$ cat config.mk
export PLATFORM = sky130hd
export DESIGN_NAME = dram_lsu
export DESIGN_NICKNAME = d
export VERILOG_FILES = /design/src/rtl/dram_pkg.sv /design/src/rtl/dram_lsu.sv
export SDC_FILE = /design/constraint.sdc
export NUM_CORES = 1
export LEC_CHECK = 0
export ABC_AREA = 1
export CELL_PAD_IN_SITES_DETAIL_PLACEMENT = 1
export CELL_PAD_IN_SITES_GLOBAL_PLACEMENT = 2
export CORE_MARGIN = 10
export CORE_UTILIZATION = 29
export CTS_BUF_LIST = sky130_fd_sc_hd__clkbuf_8 sky130_fd_sc_hd__clkbuf_16
export DETAILED_ROUTE_END_ITERATION = 8
export DONT_BUFFER_PORTS = 1
export MAX_ROUTING_LAYER = met4
export PLACE_DENSITY = 0.75
export SYNTH_ARGS = -nofsm -noshare
export SYNTH_HDL_FRONTEND = slang
export SYNTH_SLANG_ARGS = --single-unit
$ cat constraint.sdc
create_clock -name clock -period 1.4 [get_ports clock]
set_input_delay 0.35 -clock clock [delete_from_list [all_inputs] [get_ports clock]]
set_output_delay 0.35 -clock clock [all_outputs]
set_load 0.01 [all_outputs]
$ cat src/rtl/dram_pkg.sv
// Shared defaults and FSM encoding for the DRAM load/store unit.
package dram_pkg;

  localparam int unsigned ADDR_W_DEF = 8;
  localparam int unsigned DATA_W_DEF = 16;

  typedef enum logic [1:0] {
    IDLE,
    ISSUE,
    CAPT,
    RESP
  } lsu_state_e;

endpackage

$ cat src/rtl/dram_lsu.sv
// Load/store unit fronting a synchronous-read DRAM: single-word stores and
// incrementing-address load bursts of 1..16 beats with a valid/ready response.
module dram_lsu
  import dram_pkg::*;
#(
  parameter int unsigned ADDR_W = ADDR_W_DEF,
  parameter int unsigned DATA_W = DATA_W_DEF
) (
  input  logic              clock,
  input  logic              resetn,
  input  logic              req_valid,
  output logic              req_ready,
  input  logic              req_we,
  input  logic [ADDR_W-1:0] req_addr,
  input  logic [3:0]        req_len,
  input  logic [DATA_W-1:0] req_wdata,
  output logic              rsp_valid,
  input  logic              rsp_ready,
  output logic [DATA_W-1:0] rsp_rdata,
  output logic              rsp_last,
  output logic              busy,
  output logic [ADDR_W-1:0] mem_address,
  output logic [DATA_W-1:0] mem_data,
  output logic              mem_wren,
  input  logic [DATA_W-1:0] mem_q
);

  lsu_state_e state_q, state_d;
  logic       is_store_q;
  logic [3:0] cnt_q;

  always_comb begin
    state_d = state_q;
    case (state_q)
      IDLE:    if (req_valid) state_d = ISSUE;
      ISSUE:   state_d = is_store_q ? IDLE : CAPT;
      CAPT:    state_d = RESP;
      RESP:    if (rsp_ready) state_d = (cnt_q == '0) ? IDLE : ISSUE;
      default: state_d = IDLE;
    endcase
  end

  // The ready term includes resetn so nothing is offered while reset is held.
  assign req_ready = (state_q == IDLE) && resetn;
  assign busy      = (state_q != IDLE);
  assign rsp_valid = (state_q == RESP);
  assign rsp_last  = (state_q == RESP) && (cnt_q == '0);

  // mem_address doubles as the burst address register; it is only moved on
  // accept and between beats, so it holds its last value while idle.
  always_ff @(posedge clock) begin
    if (!resetn) begin
      state_q     <= IDLE;
      is_store_q  <= 1'b0;
      cnt_q       <= '0;
      rsp_rdata   <= '0;
      mem_address <= '0;
      mem_data    <= '0;
      mem_wren    <= 1'b0;
    end else begin
      state_q  <= state_d;
      mem_wren <= 1'b0;
      case (state_q)
        IDLE: begin
          if (req_valid) begin
            mem_address <= req_addr;
            mem_wren    <= req_we;
            is_store_q  <= req_we;
            cnt_q       <= req_len;
            if (req_we) mem_data <= req_wdata;
          end
        end
        CAPT: rsp_rdata <= mem_q;
        RESP: begin
          if (rsp_ready && (cnt_q != '0)) begin
            cnt_q       <= cnt_q - 4'd1;
            mem_address <= mem_address + ADDR_W'(1);
          end
        end
        default: ;
      endcase
    end
  end

endmodule
After elaboration in Yosys (flattened, before gate mapping)
Index checks and enable logic that the tools add are counted.
{"block": "classes", "div": 0, "shift": 0, "n_bitwise": 0, "n_eq_ne": 6, "n_reduce_logical": 13, "addsub": 2, "muxes": 11, "multipliers": 0, "magnitude_cmp": 0}
{"operator": "8-bit two-way mux", "count": 2}
{"operator": "8-bit case mux with 2 select lines", "count": 1}
{"operator": "3-bit AND reduction", "count": 3}
{"operator": "8-bit by 1-bit adder with 8-bit output (second input constant)", "count": 1}
{"operator": "4-bit two-way mux", "count": 2}
{"operator": "2-bit case mux with 4 select lines", "count": 1}
{"operator": "4-bit case mux with 2 select lines", "count": 1}
{"operator": "2-bit two-way mux", "count": 3}
{"operator": "2-bit == test (second input constant)", "count": 2}
{"operator": "4-bit zero test", "count": 1}
{"operator": "2-bit by 1-bit inequality test with 1-bit output (second input constant)", "count": 2}
{"operator": "2-bit AND reduction", "count": 2}
{"operator": "2-bit nonzero test", "count": 2}
{"operator": "4-bit nonzero test", "count": 1}
{"operator": "4-bit by 1-bit subtractor with 4-bit output (second input constant)", "count": 1}
{"operator": "1-bit logical AND", "count": 3}
{"operator": "2-bit by 1-bit == test with 1-bit output (second input constant)", "count": 1}
{"operator": "2-bit zero test", "count": 1}
{"operator": "2-bit inequality test (second input constant)", "count": 1}
{"operator": "1-bit two-way mux", "count": 1}
{"block": "word_totals", "n_memories": 0, "ff_bits": 48, "elab_cells": 39, "latchBits": 0, "rom_bits": 0, "ramBits": 0, "output_inout_bits": 45}

Depth between registers and ports, before layout
Gate-level depths: netlist (run 1).
{"block": "logic_depth", "ltp_word": 4, "mapped_depth": 9}

Worst setup path after synthesis (run 1)
No wires, ideal clock.
{"block": "synth_path", "path_kind": "reg2reg", "from": "register cnt_q[0]", "to": "register mem_address[1]", "stages_incl_launch_ff": 8, "arrival_time_ns": 1.159, "setup_time_ns": 0.116, "path_slack_ns": 0.124, "cell_sequence": "dfxtp_1 -> inv_1 -> ha_1 -> nand3_1 -> nand2_2 -> nand2_4 -> buf_8 -> o211a_1"}
{"block": "synth_between", "elab_chain_cells": 4}
{"item": "start, declared", "line_no": "dram_lsu.sv:30", "text": "logic [3:0] cnt_q;"}
{"item": "start signal, assigned", "line_no": "dram_lsu.sv:69", "text": "cnt_q <= req_len;"}
{"item": "start signal, assigned", "line_no": "dram_lsu.sv:76", "text": "cnt_q <= cnt_q - 4'd1;"}
{"item": "4-bit nonzero test", "line_no": "dram_lsu.sv:75", "text": "if (rsp_ready && (cnt_q != '0)) begin"}
{"item": "1-bit logical AND", "line_no": "dram_lsu.sv:75"}
{"item": "2-bit by 1-bit inequality test with 1-bit output (no source line)"}
{"item": "3-bit AND reduction (no source line)"}
{"item": "end signal, assigned", "line_no": "dram_lsu.sv:66", "text": "mem_address <= req_addr;"}
{"item": "end signal, assigned", "line_no": "dram_lsu.sv:77", "text": "mem_address <= mem_address + ADDR_W'(1);"}
{"item": "end, declared", "line_no": "dram_lsu.sv:22", "text": "output logic [ADDR_W-1:0] mem_address,"}
Every way passes these cells.
A chain may end at the register's enable or synchronous reset.

Worst setup path in the final report (run 1)
{"block": "layout_path", "from": "register cnt_q[1]", "to": "output port rsp_last"}
{"block": "layout_between", "elab_chain_cells": 2}
{"item": "4-bit zero test", "line_no": "dram_lsu.sv:47", "text": "assign rsp_last = (state_q == RESP) && (cnt_q == '0);"}
{"item": "1-bit logical AND", "line_no": "dram_lsu.sv:47"}
{"item": "end, declared", "line_no": "dram_lsu.sv:20", "text": "output logic rsp_last,"}
Every way passes these cells.

==> results of run 1 <==
-- layout make-up --
class / instances / area share (%)
multi-input cells: 198 / 41.04
repair buffers: 29 / 9.313
well taps: 96 / 4.781
inverters: 18 / 3.187
clock inverters: 2 / 0.3486
flip-flops and latches: 48 / 38.60
clock buffers: 5 / 2.739
-- critical path, delay by kind of cell (launching register included) --
kind,cells,cell delay (ns)
buffers and inverters,1,0.08
flip-flops,1,0.32
AND/OR/NAND/NOR,2,0.22
adder cells (fa/ha/maj),1,0.15
-- layout by cell type, fill, tap and decap left out, types with 3 or more instances in the layout --
master and n:
buf_4 27, nand3_1 8, a21oi_1 9, inv_2 4, nor2_1 77, a21oi_2 5
dfxtp_1 45, nand2_1 30, inv_1 11, nor2_4 5, clkbuf_8 5, o21ai_0 43
xor2_1 3
-- through the flow --
stage	total power [mW]	cells
after CTS	3.111	390
after floorplan	2.055	274
after detailed placement	2.222	377
after global routing	3.357	396
final	3.123	396
after global placement	2.206	377
-- state kept, by name, indices dropped and copies added, names as in the netlist, named ones only --
register,flops
mem_data,16
rsp_rdata,16
mem_address,8
cnt_q,4
is_store_q,1
mem_wren,1
state_q,1
-- synth_stat cells (2+ instances only) --
library cell  count  area share (%)
a21oi_1          10             2.4
a21oi_2           4             1.7
nand2_1          30             5.5
nand2_2           4             1.2
inv_1            14             2.6
nor2_4            2             1.1
buf_6             2             1.1
xor2_1            3             1.3
inv_2             4            0.73
dfxtp_1          48              47
buf_2             2            0.49
nand3_1           9             2.2
o21ai_2           2            0.86
nor2_1           79              14
o21ai_1           2            0.49
ha_1              2             1.2
clkbuf_1          4            0.73
o21ai_0          43              11
-- kinds of logic (layout without fill, tap and decap cells) --
family,Yosys count,after routing,synth area share [%]
simple gates,128,129,26.18
compound gates,63,63,16.94
flops,48,48,46.97
buf+inv,29,54,6.911
xor+xnor,3,3,1.285
fa+ha+maj,2,2,1.223
mux,1,1,0.4893
-- path summary, 6_finish.rpt --
path / from / end / slack, ns / cells past startpoint
worst max register to register: cnt_q[1] / cnt_q[2] / 0.03 / 9
worst min register to register: is_store_q / is_store_q / 0.47 / 2
worst min-delay path: resetn / mem_address[4] / 0.17 / 2
worst max-delay path: cnt_q[1] / rsp_last / -0.002 / 4
-- report_power, final --
group          switching (mW)  internal (mW)  leakage [nW]
logic                   0.368          0.291         0.613
registers               0.163           1.51         0.396
clock network           0.459          0.334        0.0452
total                   0.990           2.13          1.05
-- routing by layer --
layer | track usage [%] | routed length, microns | vias to the layer above
li1 | - | - | 929
met1 | 12.66 | 2790 | 845
met2 | 19.64 | 3133 | 56
met3 | 5.081 | 513 | 7
met4 | 2.684 | 51 | 0
met5 | - | 0 | -
-- timing repair --
item                       4_1_cts  5_1_grt
pin swaps                        4        2
hold buffers                     0        0
cloned                           0        1
setup endpoints to repair       10       29
buffers inserted                 6        5
resized for setup               21        7
==> impl_metrics.ini, run 1 <==
[status]
status = finished with violations
violations = negative setup slack

[timing]
grt_setup_unrepaired = true
setup_tns_ns = -0.002464
worstMarginPinSlew_ns = 0.3974
hold_violations = 0
max_freq_mhz = 713.0
fin_crit_sh_pct = 100.2
slew_violations = 0
setup_ws_ns = -0.002464
min_period_ns = 1.402
skew_ns = 0.006783
whs_ns = 0.1659
slew-limit-headroom_pct = 72.82
finalSetupViolations = 1

[cts]
cts_root_buffer = clkbuf_8
h-tree-depth = 2
insertion_delay_ns = 0.30
cts_tree = yes
cts_buffers = 5
clk_path_buf_depth = 2
clk_pin_slew_ns = 0.09
clock-sinks = 48

[cells_and_area]
fillers = 865
multi_input_area_sq_um = 1031
n_antenna_cell = 0
final_nets = 351
final_util_pct = 36.78
fin_area_sq_um = 2512
final_layout_size_suffix_gt1_share_pct = 22.67
seq_area_sq_um = 969.7
areaGrowthSynthToFinish_pct = 22.81

[logic_synthesis]
synth.cell_area_sq_um = 2046
synth_nets = 325
synth_flop_cell = dfxtp_1
avgSynthCellArea_sq_um = 7.466
ys_types = 28
yosys_warnings = 0
yosysSeqAreaShare_pct = 46.97
synth-edff-count = 0
async_flop_share_pct = 0
netlist_instances = 274
synth-seq-cells = 48

[routing]
wl_per_cell_microns = 16.38
num_vias = 1837
antenna_left = 0
firstDrtPassIters = 4
drc = 0
drt_iter0_drc = 36
vias_per_cell = 4.639
routed_wirelength_microns = 6488

[place]
dp_hpwl_microns = 4715
dp_slack_ns = -0.03859
port_buffers = 0
gp_congestion = 0.7186
detailed_place.area_sq_um = 2227

[floorplanning]
core.rowCount = 30
start_util_pct = 29.95
die_w_microns = 104.0
die_h_microns = 104.0
num_io_pins = 94
die_area_sq_um = 10810
core_area_sq_um = 6832

[critical_path]
worstSetupStartpointType = flop
crit_required_ns = 1.05
worstPathMaxFanout = 3
slowest_delay_ns = 0.32
critPathSlowestCell = dfxtp_1
worstSetupEndpointType = primary output
criticalPathCategory = flop to primary output
crit_chain = inv_2 -> ha_4 -> nand3_4 -> nor2_4
crit_arrival_ns = 1.05

[power_and_ir_drop]
p_leak_nw = 1.054
peakVddDrop_mv = 0.4475
p_per_area_nw_per_um2 = 1243

[global_routing]
grt_max_degree = 44
grt_pass1_wl_microns = 10140
antenna_found_initial = 0
grt_pass1_vias = 1998
track_usage_pct = 11.77
grt-ovfl-total = 0

[flow_run]
drv_cap = 0

[min_path]
hp-class = input port to flop
No activity file was read; power rests on OpenSTA's default activity.
==> run 2, diff against run 1 <==
HOLD_SLACK_MARGIN = 0.15   (was default)
==> results of run 2 <==
Final layout, timing and power as in run 1 (identical DEF).
==> run 3, diff against run 2 <==
CTS_CLUSTER_DIAMETER = 40   (was default)
==> results of run 3 <==
Final layout, timing and power as in run 1 (identical DEF).
